### src/rtl/sha_pkg.sv
// Shared types and constants for the SHA-256 memory responder and its RAM.
package sha_pkg;

  localparam int WORD_W       = 32;
  localparam int DIGEST_WORDS = 8;

  typedef enum logic [2:0] {
    ST_IDLE,
    ST_LOAD,
    ST_START,
    ST_WAIT_BUSY,
    ST_WAIT_DONE,
    ST_DRAIN_RD,
    ST_DRAIN_HOLD
  } state_e;

  // SHA-256 initial hash values, h[0] in the most significant word.
  localparam logic [DIGEST_WORDS*WORD_W-1:0] SHA256_IV = {
    32'h6a09e667, 32'hbb67ae85, 32'h3c6ef372, 32'ha54ff53a,
    32'h510e527f, 32'h9b05688c, 32'h1f83d9ab, 32'h5be0cd19
  };

  function automatic logic [WORD_W-1:0] sha256_iv_word(input int unsigned i);
    return SHA256_IV[(DIGEST_WORDS-1-i)*WORD_W +: WORD_W];
  endfunction

endpackage

### src/rtl/sha_word_ram.sv
// DEPTH x 32 word array: one synchronous read port (read-first), one write port.
module sha_word_ram
  import sha_pkg::*;
#(
  parameter int DEPTH = 64,
  parameter int AW    = $clog2(DEPTH)
) (
  input  logic              clk,
  input  logic              we,
  input  logic [AW-1:0]     waddr,
  input  logic [WORD_W-1:0] wdata,
  input  logic              re,
  input  logic [AW-1:0]     raddr,
  output logic [WORD_W-1:0] rdata
);

  logic [WORD_W-1:0] mem [DEPTH];
  logic [WORD_W-1:0] rdata_q;

  // Contents are deliberately not reset so a job can be retried after reset.
  always_ff @(posedge clk) begin
    if (we) mem[waddr] <= wdata;
    if (re) rdata_q <= mem[raddr];
  end

  assign rdata = rdata_q;

endmodule

### src/rtl/sha_mem_responder.sv
// Memory-side responder for the SHA-256 core: loads the message, starts the
// core, serves its word bus and streams the 8-word digest back to the host.
module sha_mem_responder
  import sha_pkg::*;
#(
  parameter int          NUM_OF_WORDS   = 20,
  parameter int          DEPTH          = 64,
  parameter logic [15:0] BASE_ADDR      = 16'h0000,
  parameter logic [15:0] MSG_ADDR       = 16'h0000,
  parameter logic [15:0] OUT_ADDR       = 16'h0020,
  parameter int          TIMEOUT_CYCLES = 4096
) (
  input  logic              clk,
  input  logic              reset,
  input  logic              cmd_go,
  output logic              busy,
  input  logic              in_valid,
  output logic              in_ready,
  input  logic [WORD_W-1:0] in_data,
  output logic              out_valid,
  input  logic              out_ready,
  output logic [WORD_W-1:0] out_data,
  output logic              out_last,
  output logic              sha_start,
  input  logic              sha_done,
  output logic [15:0]       message_addr,
  output logic [15:0]       output_addr,
  input  logic [15:0]       mem_addr,
  input  logic              mem_we,
  input  logic [WORD_W-1:0] mem_write_data,
  output logic [WORD_W-1:0] mem_read_data,
  output logic              err_oob,
  output logic              err_timeout
);

  localparam int          AW      = $clog2(DEPTH);
  localparam int          LCNT_W  = $clog2(NUM_OF_WORDS + 1);
  localparam int          DCNT_W  = $clog2(DIGEST_WORDS);
  localparam int          TCNT_W  = $clog2(TIMEOUT_CYCLES);
  localparam logic [15:0] MSG_IDX = MSG_ADDR - BASE_ADDR;
  localparam logic [15:0] OUT_IDX = OUT_ADDR - BASE_ADDR;

  if (int'(MSG_IDX) + NUM_OF_WORDS > DEPTH) begin : g_msg_region_check
    $error("message region does not fit in the word array");
  end
  if (int'(OUT_IDX) + DIGEST_WORDS > DEPTH) begin : g_out_region_check
    $error("digest region does not fit in the word array");
  end

  state_e              state_q, state_d;
  logic [LCNT_W-1:0]   lcnt_q, lcnt_d;
  logic [DCNT_W-1:0]   dcnt_q, dcnt_d;
  logic [TCNT_W-1:0]   tcnt_q, tcnt_d;
  logic                err_oob_q, err_oob_d;
  logic                err_timeout_q, err_timeout_d;
  logic                core_rd_q, core_rd_d;
  logic                rd_oob_q, rd_oob_d;
  logic [WORD_W-1:0]   rd_hold_q, rd_hold_d;

  logic [15:0]         core_idx;
  logic                core_in_range;
  logic                core_phase;
  logic                ram_we, ram_re;
  logic [AW-1:0]       ram_waddr, ram_raddr;
  logic [WORD_W-1:0]   ram_wdata, ram_rdata;

  assign core_idx      = mem_addr - BASE_ADDR;
  assign core_in_range = core_idx < 16'(DEPTH);
  assign core_phase    = (state_q == ST_WAIT_BUSY) || (state_q == ST_WAIT_DONE);

  always_ff @(posedge clk) begin
    if (reset) begin
      state_q       <= ST_IDLE;
      lcnt_q        <= '0;
      dcnt_q        <= '0;
      tcnt_q        <= '0;
      err_oob_q     <= 1'b0;
      err_timeout_q <= 1'b0;
      core_rd_q     <= 1'b0;
      rd_oob_q      <= 1'b0;
      rd_hold_q     <= '0;
    end else begin
      state_q       <= state_d;
      lcnt_q        <= lcnt_d;
      dcnt_q        <= dcnt_d;
      tcnt_q        <= tcnt_d;
      err_oob_q     <= err_oob_d;
      err_timeout_q <= err_timeout_d;
      core_rd_q     <= core_rd_d;
      rd_oob_q      <= rd_oob_d;
      rd_hold_q     <= rd_hold_d;
    end
  end

  always_comb begin
    state_d       = state_q;
    lcnt_d        = lcnt_q;
    dcnt_d        = dcnt_q;
    tcnt_d        = tcnt_q;
    err_oob_d     = err_oob_q;
    err_timeout_d = err_timeout_q;
    case (state_q)
      ST_IDLE: begin
        if (cmd_go) begin
          err_oob_d     = 1'b0;
          err_timeout_d = 1'b0;
          lcnt_d        = '0;
          state_d       = ST_LOAD;
        end
      end
      ST_LOAD: begin
        if (in_valid) begin
          lcnt_d = lcnt_q + 1'b1;
          if (lcnt_q == LCNT_W'(NUM_OF_WORDS - 1)) state_d = ST_START;
        end
      end
      ST_START: state_d = ST_WAIT_BUSY;
      // done idles high, so only a sampled low proves the core has started
      ST_WAIT_BUSY: begin
        if (!sha_done) begin
          tcnt_d  = '0;
          state_d = ST_WAIT_DONE;
        end
      end
      ST_WAIT_DONE: begin
        tcnt_d = tcnt_q + 1'b1;
        if (sha_done) begin
          dcnt_d  = '0;
          state_d = ST_DRAIN_RD;
        end else if (tcnt_q == TCNT_W'(TIMEOUT_CYCLES - 1)) begin
          err_timeout_d = 1'b1;
          state_d       = ST_IDLE;
        end
      end
      ST_DRAIN_RD: state_d = ST_DRAIN_HOLD;
      ST_DRAIN_HOLD: begin
        if (out_ready) begin
          dcnt_d  = dcnt_q + 1'b1;
          state_d = (dcnt_q == DCNT_W'(DIGEST_WORDS - 1)) ? ST_IDLE : ST_DRAIN_RD;
        end
      end
      default: state_d = ST_IDLE;
    endcase
    if (core_phase && !core_in_range) err_oob_d = 1'b1;
  end

  // The RAM output register doubles as the core read register; the hold
  // register keeps mem_read_data frozen once drain reads reuse the port.
  always_comb begin
    core_rd_d = core_phase;
    rd_oob_d  = core_phase && !core_in_range;
    rd_hold_d = mem_read_data;
    ram_re    = core_phase || (state_q == ST_DRAIN_RD);
    ram_raddr = (state_q == ST_DRAIN_RD) ? OUT_IDX[AW-1:0] + AW'(dcnt_q)
                                         : core_idx[AW-1:0];
    ram_we    = 1'b0;
    ram_waddr = core_idx[AW-1:0];
    ram_wdata = mem_write_data;
    if ((state_q == ST_LOAD) && in_valid) begin
      ram_we    = 1'b1;
      ram_waddr = MSG_IDX[AW-1:0] + AW'(lcnt_q);
      ram_wdata = in_data;
    end else if (core_phase && mem_we && core_in_range) begin
      ram_we    = 1'b1;
    end
  end

  always_comb begin
    busy          = (state_q != ST_IDLE);
    in_ready      = (state_q == ST_LOAD);
    sha_start     = (state_q == ST_START);
    out_valid     = (state_q == ST_DRAIN_HOLD);
    out_last      = (state_q == ST_DRAIN_HOLD) && (dcnt_q == DCNT_W'(DIGEST_WORDS - 1));
    out_data      = (state_q == ST_DRAIN_HOLD) ? ram_rdata : '0;
    mem_read_data = core_rd_q ? (rd_oob_q ? '0 : ram_rdata) : rd_hold_q;
    message_addr  = MSG_ADDR;
    output_addr   = OUT_ADDR;
    err_oob       = err_oob_q;
    err_timeout   = err_timeout_q;
  end

  sha_word_ram #(
    .DEPTH (DEPTH),
    .AW    (AW)
  ) u_ram (
    .clk   (clk),
    .we    (ram_we),
    .waddr (ram_waddr),
    .wdata (ram_wdata),
    .re    (ram_re),
    .raddr (ram_raddr),
    .rdata (ram_rdata)
  );

endmodule

### config.mk
export PLATFORM = sky130hd
export DESIGN_NAME = sha_mem_responder
export DESIGN_NICKNAME = d
export VERILOG_FILES = /design/src/rtl/sha_pkg.sv /design/src/rtl/sha_word_ram.sv /design/src/rtl/sha_mem_responder.sv
export SDC_FILE = /design/constraint.sdc
export NUM_CORES = 2
export LEC_CHECK = 0
export ABC_AREA = 1
export BUFFER_PORTS_ARGS = -buffer_cell sky130_fd_sc_hd__clkbuf_2
export CORE_MARGIN = 1.5
export CORE_UTILIZATION = 52
export CTS_CLUSTER_SIZE = 28
export DETAILED_ROUTE_END_ITERATION = 7
export GPL_TIMING_DRIVEN = 0
export PLACE_DENSITY = 0.71
export SKIP_CTS_REPAIR_TIMING = 1
export SLEW_MARGIN = 20
export SYNTH_ARGS = -nofsm -noshare
export SYNTH_HDL_FRONTEND = slang
export SYNTH_SLANG_ARGS = --single-unit
### constraint.sdc
create_clock -name clk -period 3.9 [get_ports clk]
set_input_delay 0.585 -clock clk [delete_from_list [all_inputs] [get_ports clk]]
set_output_delay 0.585 -clock clk [all_outputs]
set_load 0.01 [all_outputs]
==> metrics <==
status finished with violations; failing checks setup timing; initial antenna violation count 29; P_sw 15.11 mW; setup TNS -2.457 ns; crit path max fanout 10; clock share of power 37.1%; Rel. slew slack 13.52%; largest area contributor in the netlist edfxtp_1; Num Clock Sinks about 2100; fin worst setup slack -0.1272 ns; drt drc 0; post-synthesis cell area 93950 µm²; Post-synth EDFFs 2080; NumNets Final 9616; DRT iter0 DRCs 11489; largest net degree at the start of global routing 65; Starting Density 52.49%; I/O pins 190; WS Path Type reg -> reg; layout cells sized above 1 12.27%; clk buf depth 3; die width 428.1 µm; synth cell count leaders 2080 x edfxtp_1, 2008 x nand3_1, 1847 x nand2_1; Tmin final 4.027 ns; first-pass GRT wire length 458.1 mm; detailed-route wire length per cell 27.20 µm; vias in the first global route 65979; I/O Buffers 156; Worst EP required 4.61 ns; reg2reg start state_q[1]; Seq/Total Area, Yosys between 60% and 70%; worst setup path start state_q[1]; yosys warns 0; Synth Instances 8885; row cnt 155; Post-synth top flop edfxtp_1; Die Area 183200 µm²; Max Slew Vio Count 0; crit path launch type flip-flop; Fmax 0.2483 GHz; Worst Hold Class in -> reg; R2R Path End u_ram.rdata[14]; clk slew on worst S/H paths approximately 0.060 ns; pwr/cell area about 500 nW/µm²; Tightest Pin Transition 1.297 ns; count leader, synth edfxtp_1; non-filler instance count after layout 12080; Final period util 103.3%; placed insts ~12000; synthesized area per cell 10.57 µm²; CTS buffer count 212; CP Data Arrival Time 4.74 ns; Fin Hold WS 0.1105 ns; Max Cap Viol 0; sw frac 27.56%; final count of negative-setup-slack endpoints 42; CP Capture Type flip-flop; antenna-violating nets left 0; Yosys top cell area share 66.48%; via count 70887; Max rail drop VDD just under 0.4 mV; Int Power 39.73 mW; internal reg-to-reg setup slack -0.13 ns; Comb power frac 14.0%; Reg power frac 48.9%; final WL 328.6 mm; routability congestion estimate 0.9971; drt first pass iters 8; vias per inst just under 6; TritonCTS clock tree done; P&R area growth vs syn 16.73%; total track usage a little over a third; hpwl dp 229.9 mm; RSZ-0062 raised after global routing true; #FFs+latches synth roughly 2100; core area 179000 µm²; number of H-tree levels 4; R2R depth 11; Pleak 44.93 nW; CTS root buf clkbuf_16; Clock Latency Late Sink roughly 0.9 ns; Clock Skew 0.03994 ns; Worst Setup EP u_ram.rdata[14]; die height 428.1 µm; gr ovfl total 0; Async SR Flop Fraction 0%; final hold vios 0; Distinct cells, synth 37; top post-synthesis cells by area edfxtp_1 66%, nand3_1 11%, nand2_1 7.4%
[per-layer routing]
| layer | vias up | routed length (µm) | GRT usage [%] |
|---|---|---|---|
| li1 | 30814 | - | - |
| met1 | 34020 | 115100 | 44.71 |
| met2 | 5129 | 144500 | 52.88 |
| met3 | 914 | 43200 | 9.136 |
| met4 | 10 | 25610 | 24.41 |
| met5 | - | 174 | 0 |
[worst max-delay path, cell delays in order, from the launching register on]
cell and delay, ns:
dfxtp_1 0.46, inv_2 0.12, nand3_2 0.14, buf_6 0.22, nand2_1 0.19, inv_1 0.11, clkbuf_2 0.62, clkbuf_1 1.01
nand3_1 0.31, nand3_1 0.40, nand3_1 0.12, nand2_1 0.13
[through the flow]
stage / total power [mW] / util, % / setup slack (ns) / area, µm²
floorplan: 30.77 / - / -0.3056 / 94060
global placement: 34.09 / 54.63 / -4.480 / 97790
detailed placement: 34.56 / 56.69 / -0.9808 / 101500
CTS: 54.43 / 60.49 / -0.9008 / 108300
global route: 55.91 / 61.24 / -0.01352 / 109600
finish: 54.84 / 61.26 / -0.1272 / 109700
[flip-flops by register name, indices dropped and copies added (netlist names)]
register     flops
tcnt_q          12
lcnt_q           5
err_timeout      1
rd_oob_q         1
u_ram.rdata     32
core_rd_q        1
rd_hold_q       32
err_oob          1
dcnt_q           3
state_q          3
u_ram.mem     2048
[kinds of logic after synthesis]
kind of cell	count (synthesis)	share of synthesized area, %
AND/OR/NAND/NOR	4480	22.45
buffers and inverters	2174	9.204
flip-flops	2139	67.74
AO/OA/AOI/OAI	86	0.5500
adder cells (fa/ha/maj)	4	0.05327
other	2	0.007994
[final cells by class]
| type | instances | area [µm²] |
|---|---|---|
| multi-input combinational | 4602 | 22670 |
| buffer | 556 | 2661 |
| clock inverter | 136 | 1277 |
| inverter | 1617 | 6070 |
| timing repair buffer | 397 | 4815 |
| fill | 13898 | 69340 |
| tap | 2355 | 2947 |
| antenna | 18 | 45.04 |
| clock buffer | 260 | 5538 |
| sequential | 2139 | 63640 |
[layout by cell type, fill, tap and decap left out, types with 4 or more instances in the layout]
| cell | instances |
|---|---|
| clkinv_1 | 35 |
| inv_2 | 6 |
| clkbuf_4 | 13 |
| clkbuf_2 | 177 |
| diode_2 | 18 |
| bufinv_16 | 18 |
| o21ai_0 | 14 |
| nand3_1 | 1986 |
| clkbuf_1 | 199 |
| inv_1 | 1610 |
| buf_1 | 72 |
| o22ai_1 | 30 |
| clkinv_8 | 4 |
| nand3b_1 | 449 |
| nor2_4 | 59 |
| nand2_1 | 1811 |
| conb_1 | 32 |
| buf_6 | 9 |
| buf_2 | 249 |
| nor2_1 | 88 |
| nand2_2 | 7 |
| ha_1 | 4 |
| edfxtp_1 | 2080 |
| buf_12 | 97 |
| clkinvlp_4 | 10 |
| clkinv_2 | 59 |
| a221oi_1 | 5 |
| a21oi_1 | 23 |
| nor3_1 | 5 |
| buf_4 | 132 |
| dfxtp_1 | 58 |
| nand2_4 | 32 |
| nand4_1 | 4 |
| nor3_2 | 4 |
| inv_16 | 5 |
| clkbuf_16 | 214 |
| nand3_2 | 21 |
| buf_16 | 49 |
[worst min-delay path by stage]
stage | startpoint | end | slack, ns | cells after the start
global placement | tcnt_q[11] | tcnt_q[11] | 0.44 | 1
finish | sha_done | err_timeout | 0.11 | 4
global route | sha_done | err_timeout | 0.13 | 4
floorplan | tcnt_q[11] | tcnt_q[11] | 0.43 | 1
detailed placement | err_oob | err_oob | 0.46 | 2
CTS | sha_done | err_timeout | 0.05 | 4
[power groups by stage]
| stage | Clock, mW | Combinational (mW) | Sequential [mW] |
|---|---|---|---|
| finish | 20.4 | 7.68 | 26.8 |
| global route | 21.2 | 7.90 | 26.8 |
| CTS | 20.3 | 7.31 | 26.8 |
| detailed placement | 0 | 7.28 | 27.3 |
| global placement | 0 | 6.47 | 27.6 |
| floorplan | 0 | 3.39 | 27.4 |
No activity file was read; power rests on OpenSTA's default activity.
